File: config.mk
export PLATFORM = sky130hd
export DESIGN_NAME = instr_fetch_unit
export DESIGN_NICKNAME = d
export VERILOG_FILES = /design/src/rtl/instr_fetch_unit.sv
export SDC_FILE = /design/constraint.sdc
export NUM_CORES = 1
export LEC_CHECK = 0
export CELL_PAD_IN_SITES_DETAIL_PLACEMENT = 1
export CELL_PAD_IN_SITES_GLOBAL_PLACEMENT = 2
export CORE_ASPECT_RATIO = 0.5
export CORE_UTILIZATION = 36
export DETAILED_ROUTE_END_ITERATION = 16
export GPL_TIMING_DRIVEN = 0
export PLACE_DENSITY_LB_ADDON = 0.1
export SYNTH_ARGS = -nofsm -noshare
export SYNTH_HDL_FRONTEND = slang
export SYNTH_SLANG_ARGS = --single-unit
File: constraint.sdc
create_clock -name clk -period 6.97 [get_ports clk]
set_input_delay 0.697 -clock clk [delete_from_list [all_inputs] [get_ports clk]]
set_output_delay 0.697 -clock clk [all_outputs]
set_load 0.05 [all_outputs]
File: src/rtl/instr_fetch_unit.sv
// instr_fetch_unit: IF stage of the pipeline.
//
// Owns the fetch PC, runs the instruction-memory req/gnt/rvalid protocol with
// at most one request outstanding, and buffers returned words together with
// their PCs in a small prefetch FIFO. The head entry is presented to the IF/ID
// register. Decode pops the head entry by not stalling. A redirect flushes the
// FIFO and restarts fetch at the new target.
//
// Optional feature macro: IF_MISALIGN_EXC_EN
//   defined   : a redirect to a target with [1:0] != 0 raises fetch_misaligned_o
//               (sticky) and blocks new requests until an aligned redirect.
//   undefined : fetch_misaligned_o is tied low and the target low bits are dropped.
//
// Memory handshake:
//   instr_req_o / instr_addr_o are offered until instr_gnt_i is seen high in the
//   same cycle. The address never changes while the request waits for a grant.
//   The granted request is answered by exactly one instr_rvalid_i pulse. Only
//   one request is in flight at a time. A request is issued only when the FIFO
//   is certain to have room for its response.
//
// fsm_state_o exposes the bus FSM state (0 idle, 1 wait grant, 2 wait rvalid).

module instr_fetch_unit #(
  parameter int                    WORD_WIDTH = 32,
  parameter int                    FIFO_DEPTH = 2,
  parameter logic [WORD_WIDTH-1:0] BOOT_ADDR  = 32'h0000_0080
) (
  input  logic                  clk,
  input  logic                  rst_n,
  input  logic                  stall_ctrl,
  input  logic                  branch_i,
  input  logic [WORD_WIDTH-1:0] branch_target_i,
  output logic                  instr_req_o,
  output logic [WORD_WIDTH-1:0] instr_addr_o,
  input  logic                  instr_gnt_i,
  input  logic                  instr_rvalid_i,
  input  logic [WORD_WIDTH-1:0] instr_rdata_i,
  output logic                  fetch_valid_o,
  output logic [WORD_WIDTH-1:0] program_count_o,
  output logic [WORD_WIDTH-1:0] pc_plus4_o,
  output logic [WORD_WIDTH-1:0] instruction_o,
  output logic                  fetch_misaligned_o,
  output logic [1:0]            fsm_state_o
);

  localparam int PTR_W = $clog2(FIFO_DEPTH);
  localparam int CNT_W = PTR_W + 1;

  localparam logic [WORD_WIDTH-1:0] NOP_INSTR = WORD_WIDTH'(32'h0000_0013);
  localparam logic [WORD_WIDTH-1:0] PC_STEP   = WORD_WIDTH'(4);
  localparam logic [CNT_W:0]        OCC_LIMIT = (CNT_W + 1)'(FIFO_DEPTH);

  typedef enum logic [1:0] {
    S_IDLE        = 2'd0,
    S_WAIT_GNT    = 2'd1,
    S_WAIT_RVALID = 2'd2
  } state_t;

  state_t                  state_q, state_d;
  logic [WORD_WIDTH-1:0]   fetch_pc_q;
  logic [WORD_WIDTH-1:0]   req_addr_q;
  logic                    discard_q;

  logic [WORD_WIDTH-1:0]   fifo_pc    [FIFO_DEPTH];
  logic [WORD_WIDTH-1:0]   fifo_instr [FIFO_DEPTH];
  logic [PTR_W-1:0]        rd_ptr_q, wr_ptr_q;
  logic [CNT_W-1:0]        count_q;

  logic                    fifo_empty;
  logic                    pop;
  logic                    push;
  logic                    rvalid_in_wait;
  logic                    can_issue_state;
  logic [CNT_W:0]          occ_after;
  logic                    has_space;
  logic                    issue_block;
  logic                    issue;
  logic                    gnt_acc;
  logic                    pending_after;
  logic [WORD_WIDTH-1:0]   target_aligned;

  // ---------------------------------------------------------------------------
  // Misalignment handling (optional)
  // ---------------------------------------------------------------------------
`ifdef IF_MISALIGN_EXC_EN
  logic misaligned_q;

  // Sticky flag: set by a misaligned redirect, cleared by an aligned one.
  always_ff @(posedge clk or negedge rst_n) begin
    if (!rst_n) begin
      misaligned_q <= 1'b0;
    end else if (branch_i) begin
      misaligned_q <= |branch_target_i[1:0];
    end
  end

  assign fetch_misaligned_o = misaligned_q;
  assign issue_block        = misaligned_q;
`else
  logic unused_target_bits;
  assign unused_target_bits = ^branch_target_i[1:0];
  assign fetch_misaligned_o = 1'b0;
  assign issue_block        = 1'b0;
`endif

  // ---------------------------------------------------------------------------
  // Issue / FIFO control
  // ---------------------------------------------------------------------------
  assign target_aligned = {branch_target_i[WORD_WIDTH-1:2], 2'b00};
  assign fifo_empty     = (count_q == '0);
  assign rvalid_in_wait = (state_q == S_WAIT_RVALID) && instr_rvalid_i;

  // A redirect beats both push and pop: the FIFO is being cleared anyway.
  assign pop  = !fifo_empty && !stall_ctrl && !branch_i;
  assign push = rvalid_in_wait && !discard_q && !branch_i;

  // A new request may start from IDLE, or back-to-back in the cycle the
  // previous response lands.
  assign can_issue_state = (state_q == S_IDLE) || rvalid_in_wait;

  // FIFO occupancy at the end of this cycle counting the landing response
  // and this cycle's pop; a new request must still fit on top of that.
  assign occ_after = {1'b0, count_q}
                   + {{CNT_W{1'b0}}, (state_q == S_WAIT_RVALID)}
                   - {{CNT_W{1'b0}}, pop};
  assign has_space = (occ_after < OCC_LIMIT);

  // No issue while in reset, on a redirect, while a stale response is still
  // owed, or while blocked by a misaligned target.
  assign issue = rst_n && can_issue_state && has_space && !branch_i &&
                 !discard_q && !issue_block;

  assign gnt_acc = instr_req_o && instr_gnt_i;

  // A request is still on the bus after this cycle if it waits for a grant or
  // is granted but its response has not arrived yet.
  assign pending_after = (state_q == S_WAIT_GNT) ||
                         ((state_q == S_WAIT_RVALID) && !instr_rvalid_i);

  // ---------------------------------------------------------------------------
  // Bus FSM
  // ---------------------------------------------------------------------------

  // State register.
  always_ff @(posedge clk or negedge rst_n) begin
    if (!rst_n) begin
      state_q <= S_IDLE;
    end else begin
      state_q <= state_d;
    end
  end

  // Next-state logic; a grant in the issue cycle skips the wait-grant state.
  always_comb begin
    state_d = state_q;
    case (state_q)
      S_IDLE: begin
        if (issue) begin
          state_d = instr_gnt_i ? S_WAIT_RVALID : S_WAIT_GNT;
        end
      end
      S_WAIT_GNT: begin
        if (instr_gnt_i) begin
          state_d = S_WAIT_RVALID;
        end
      end
      S_WAIT_RVALID: begin
        if (instr_rvalid_i) begin
          if (issue) begin
            state_d = instr_gnt_i ? S_WAIT_RVALID : S_WAIT_GNT;
          end else begin
            state_d = S_IDLE;
          end
        end
      end
      default: state_d = S_IDLE;
    endcase
  end

  // Bus outputs: held request in WAIT_GNT, fresh request from fetch_pc otherwise.
  always_comb begin
    instr_req_o  = (state_q == S_WAIT_GNT) || issue;
    instr_addr_o = (state_q == S_WAIT_GNT) ? req_addr_q : fetch_pc_q;
    fsm_state_o  = state_q;
  end

  // ---------------------------------------------------------------------------
  // PC, request address and discard tracking
  // ---------------------------------------------------------------------------

  // Fetch PC: redirect wins; otherwise step on a grant that is not stale.
  always_ff @(posedge clk or negedge rst_n) begin
    if (!rst_n) begin
      fetch_pc_q <= {BOOT_ADDR[WORD_WIDTH-1:2], 2'b00};
    end else if (branch_i) begin
      fetch_pc_q <= target_aligned;
    end else if (gnt_acc && !discard_q) begin
      fetch_pc_q <= fetch_pc_q + PC_STEP;
    end
  end

  // Address of the in-flight request; also the PC stored with its response.
  always_ff @(posedge clk or negedge rst_n) begin
    if (!rst_n) begin
      req_addr_q <= {BOOT_ADDR[WORD_WIDTH-1:2], 2'b00};
    end else if (issue) begin
      req_addr_q <= fetch_pc_q;
    end
  end

  // Discard flag: the in-flight request predates a redirect, drop its data.
  always_ff @(posedge clk or negedge rst_n) begin
    if (!rst_n) begin
      discard_q <= 1'b0;
    end else if (branch_i && pending_after) begin
      discard_q <= 1'b1;
    end else if (rvalid_in_wait) begin
      discard_q <= 1'b0;
    end
  end

  // ---------------------------------------------------------------------------
  // Prefetch FIFO
  // ---------------------------------------------------------------------------

  // Pointers and occupancy; a redirect empties the FIFO.
  always_ff @(posedge clk or negedge rst_n) begin
    if (!rst_n) begin
      rd_ptr_q <= '0;
      wr_ptr_q <= '0;
      count_q  <= '0;
    end else if (branch_i) begin
      rd_ptr_q <= '0;
      wr_ptr_q <= '0;
      count_q  <= '0;
    end else begin
      if (push) begin
        wr_ptr_q <= wr_ptr_q + PTR_W'(1);
      end
      if (pop) begin
        rd_ptr_q <= rd_ptr_q + PTR_W'(1);
      end
      count_q <= count_q + CNT_W'(push) - CNT_W'(pop);
    end
  end

  // Entry storage: returned word with the PC it was fetched from.
  always_ff @(posedge clk) begin
    if (push) begin
      fifo_pc[wr_ptr_q]    <= req_addr_q;
      fifo_instr[wr_ptr_q] <= instr_rdata_i;
    end
  end

  // Head-entry view for decode; NOP and the current fetch PC when empty.
  always_comb begin
    fetch_valid_o   = !fifo_empty;
    program_count_o = fifo_empty ? fetch_pc_q : fifo_pc[rd_ptr_q];
    instruction_o   = fifo_empty ? NOP_INSTR : fifo_instr[rd_ptr_q];
    pc_plus4_o      = program_count_o + PC_STEP;
  end

endmodule

==> results.py <==
metrics = {
    "outcome": {
        "status": "finished, final reports clean",
    },
    "setup_path": {
        "crit_family": "simple AND/OR/NAND/NOR gates",
        "crit_path_cell_trace": "nor2_4 > clkbuf_1 > clkbuf_1 > nor3_1 > ha_1 > nand2b_1 > fa_1 > nor4bb_1 > nand3_1 > nor2_1 > or2_2 > clkdlybuf4s50_1",
        "critPathLaunchType": "register",
        "endpoint_kind": "primary output",
        "slowest_delay_ns": 0.80,
        "crit_path_frequent_cell": "clkbuf_1",
        "critPathKind": "register to primary output",
        "critPathSlowestCell": "clkdlybuf4s50_1",
        "crit_required_ns": 6.27,
        "worstPathMaxFanout": 10,
        "worstPathArrival_ns": 5.20,
        "critPathBufInv": 3,
    },
    "power": {
        "vdd_drop_max_v": 0.0001701,
        "p_leak_nw": 4.419,
        "p_per_area_nw_per_um2": 306.9,
        "p_total_mw": 3.798,
    },
    "synthesis": {
        "avgSynthCellArea_sq_um": 12.75,
        "synth_area_leader_cell": "edfxtp_1",
        "yosys_register_bits": 191,
        "netlist_area_sq_um": 9191,
        "synth_ff_type": "edfxtp_1",
        "synth_top_area_share_pct": 40.51,
        "yosysSeqAreaShare_pct": 58.78,
        "synth_edf_count": 124,
        "synth.area.top_cells": "edfxtp_1 41%, dfrtp_1 18%, mux2_2 9.4%",
        "yosysUniqueCellTypes": 48,
        "yosysWarningCount": 0,
        "async_reset_ff_share_pct": 35.08,
        "syn_inst": 721,
    },
    "cts": {
        "cts-resized-gates": 0,
        "clk_pin_slew_ns": 0.07,
        "cts.sinks": 191,
        "ctsHoldBuffers": 0,
        "cts_max_path_buffers": 2,
        "postCtsSetupBuffers": 0,
        "root_buffer": "clkbuf_16",
        "insertion_delay_ns": 0.44,
        "numCtsBuffers": 17,
        "htree_levels": 4,
        "cts_tree": "yes",
    },
    "placed_design": {
        "globalplace.congestion": 0.7824,
        "portBuffers": 192,
        "place_area_sq_um": 11760,
        "post-dp-hpwl_um": 19310,
    },
    "drt": {
        "vias": 6426,
        "viasPerCell": 4.966,
        "firstDrtPassIters": 5,
        "post_drt_wl_per_cell_um": 20.56,
        "drt_wl_total_um": 26610,
        "ant_nets": 0,
        "drc_errors": 0,
        "drt_iter0_drc": 338,
    },
    "layout": {
        "antennaDiodeCount": 0,
        "drive_gt1_share_pct": 15.76,
        "nets": 1021,
        "final_area_sq_um": 12370,
        "post-route-util_pct": 50.45,
        "final_cell_mix": "191 x clkdlybuf4s50_1, 124 x edfxtp_1, 77 x mux2_2, 65 x dfrtp_1, 63 x mux2i_1",
        "final_common_cell": "clkdlybuf4s50_1",
        "fillerInstances": 2535,
        "area_growth_pct": 34.62,
    },
    "global_route": {
        "grt_max_degree": 56,
        "grt_pass1_wl_um": 39500,
        "grt_usage_pct": 20.57,
        "antenna_found_initial": 1,
        "grt_pass1_vias": 6579,
        "grt_overflow_total": 0,
    },
    "sta": {
        "finalCriticalPeriod_ns": 5.894,
        "hold_viol_final": 0,
        "rsz0062_at_grt": "false",
        "setup_violations": 0,
        "finalMaxSlewViolations": 0,
        "post-route-period-util_pct": 84.56,
        "fin_skew_ns": 0.007498,
        "tightest_slew_ns": 1.255,
        "fmax_ghz": 0.1697,
        "maxSlewHeadroom_pct": 15.66,
    },
    "floorplan": {
        "start_util_pct": 37.48,
        "die_h_um": 115.0,
        "coreArea_sq_um": 24520,
        "rows": 40,
        "dieWidth_um": 228.0,
        "ios": 203,
        "dieArea_sq_um": 26210,
    },
    "run": {
        "drv_cap": 0,
    },
    "hold_path": {
        "hold_path.class": "primary input to asynchronous set/reset pin",
    },
}
-- final timing paths --
check                                            from                         end  slack, ns  cells past startpoint
setup / recovery                 count_q[1]$_DFF_PN0_                 instr_req_o       1.08                     12
hold / removal                                  rst_n   req_addr_q[9]$_DFFE_PN0N_       0.11                      1
setup reg to reg                 count_q[1]$_DFF_PN0_  fetch_pc_q[30]$_DFFE_PN0P_       1.59                     14
hold reg to reg            req_addr_q[28]$_DFFE_PN0N_    fifo_pc[1][28]$_DFFE_PP_       0.49                      0
max in group asynchronous                       rst_n   fetch_pc_q[7]$_DFFE_PN1P_       6.25                      2
min in group clk           req_addr_q[28]$_DFFE_PN0N_    fifo_pc[1][28]$_DFFE_PP_       0.49                      0
-- report_power, final --
group | leakage (nW) | switching, mW | internal, mW | total, mW
logic | 2.18 | 0.801 | 0.471 | 1.27
clock network | 0.293 | 0.448 | 0.572 | 1.02
registers | 1.94 | 0.120 | 1.39 | 1.51
-- metal layers --
metal  track usage [%]  wire length, um  up-vias
met5                 0                0        -
met4             5.593              391        0
met3             4.241              943       22
met2             34.04            12850      124
li1                  -                -     3019
met1             27.71            12420     3261
-- area by class of cell --
class	instances	area, sq um	area share [%]
inverter	28	105.1	0.8494
buffer	43	244.0	1.972
tap	336	420.4	3.398
clock inverter	14	182.7	1.476
timing repair buffer	199	2112	17.07
sequential	191	5403	43.66
clock buffer	18	429.2	3.469
multi-input combinational	465	3477	28.10
-- flip-flops by register name, summed over array words and instances, names as in the netlist --
signal	flops
count_q	2
req_addr_q	30
discard_q	1
fetch_pc_q	30
fsm_state_o	2
fifo_instr	64
wr_ptr_q	1
fifo_pc	60
rd_ptr_q	1
-- stage by stage --
step                cells  setup WS, ns  setup TNS (ns)  hold WS, ns
finish               1294         1.076               0       0.1135
global route         1294        0.6784               0       0.1063
CTS                  1294         1.040               0       0.1001
detailed placement   1262         1.497               0       0.4725
global placement     1255       -0.1720          -20.71       0.4605
floorplan             727         2.181               0       0.4014
-- Yosys cell counts, types with 2 or more instances --
| cell type | count |
|---|---|
| edfxtp_1 | 124 |
| mux2_2 | 77 |
| dfrtp_1 | 65 |
| mux2i_1 | 63 |
| nor2_1 | 51 |
| nand2_1 | 48 |
| xnor2_1 | 43 |
| o21ai_0 | 32 |
| nor3_1 | 28 |
| inv_1 | 27 |
| nand3_1 | 20 |
| xor2_1 | 18 |
| clkbuf_1 | 16 |
| a21oi_1 | 12 |
| and3_1 | 11 |
| buf_4 | 9 |
| nand4_1 | 9 |
| buf_1 | 7 |
| buf_2 | 6 |
| ha_1 | 5 |
| nand2b_1 | 5 |
| buf_6 | 4 |
| nor2b_1 | 4 |
| a21o_1 | 3 |
| and2_1 | 3 |
| or3_1 | 3 |
| and4_1 | 2 |
| dfstp_2 | 2 |
| nand4_4 | 2 |
| nor4_1 | 2 |
| nor4_2 | 2 |
| nor4_4 | 2 |
-- logic make-up (layout without fill, tap and decap cells) --
group / after synthesis / count (layout) / share of synthesized area, %
XOR/XNOR: 61 / 61 / 5.813
adder cells (fa/ha/maj): 6 / 6 / 0.8985
AND/OR/NAND/NOR: 200 / 200 / 11.39
AO/OA/AOI/OAI: 51 / 51 / 2.981
buffers and inverters: 71 / 302 / 3.798
multiplexers: 140 / 140 / 16.29
other: 1 / 7 / 0.04080
flip-flops: 191 / 191 / 58.78
Power figures use the tool's default switching activity.
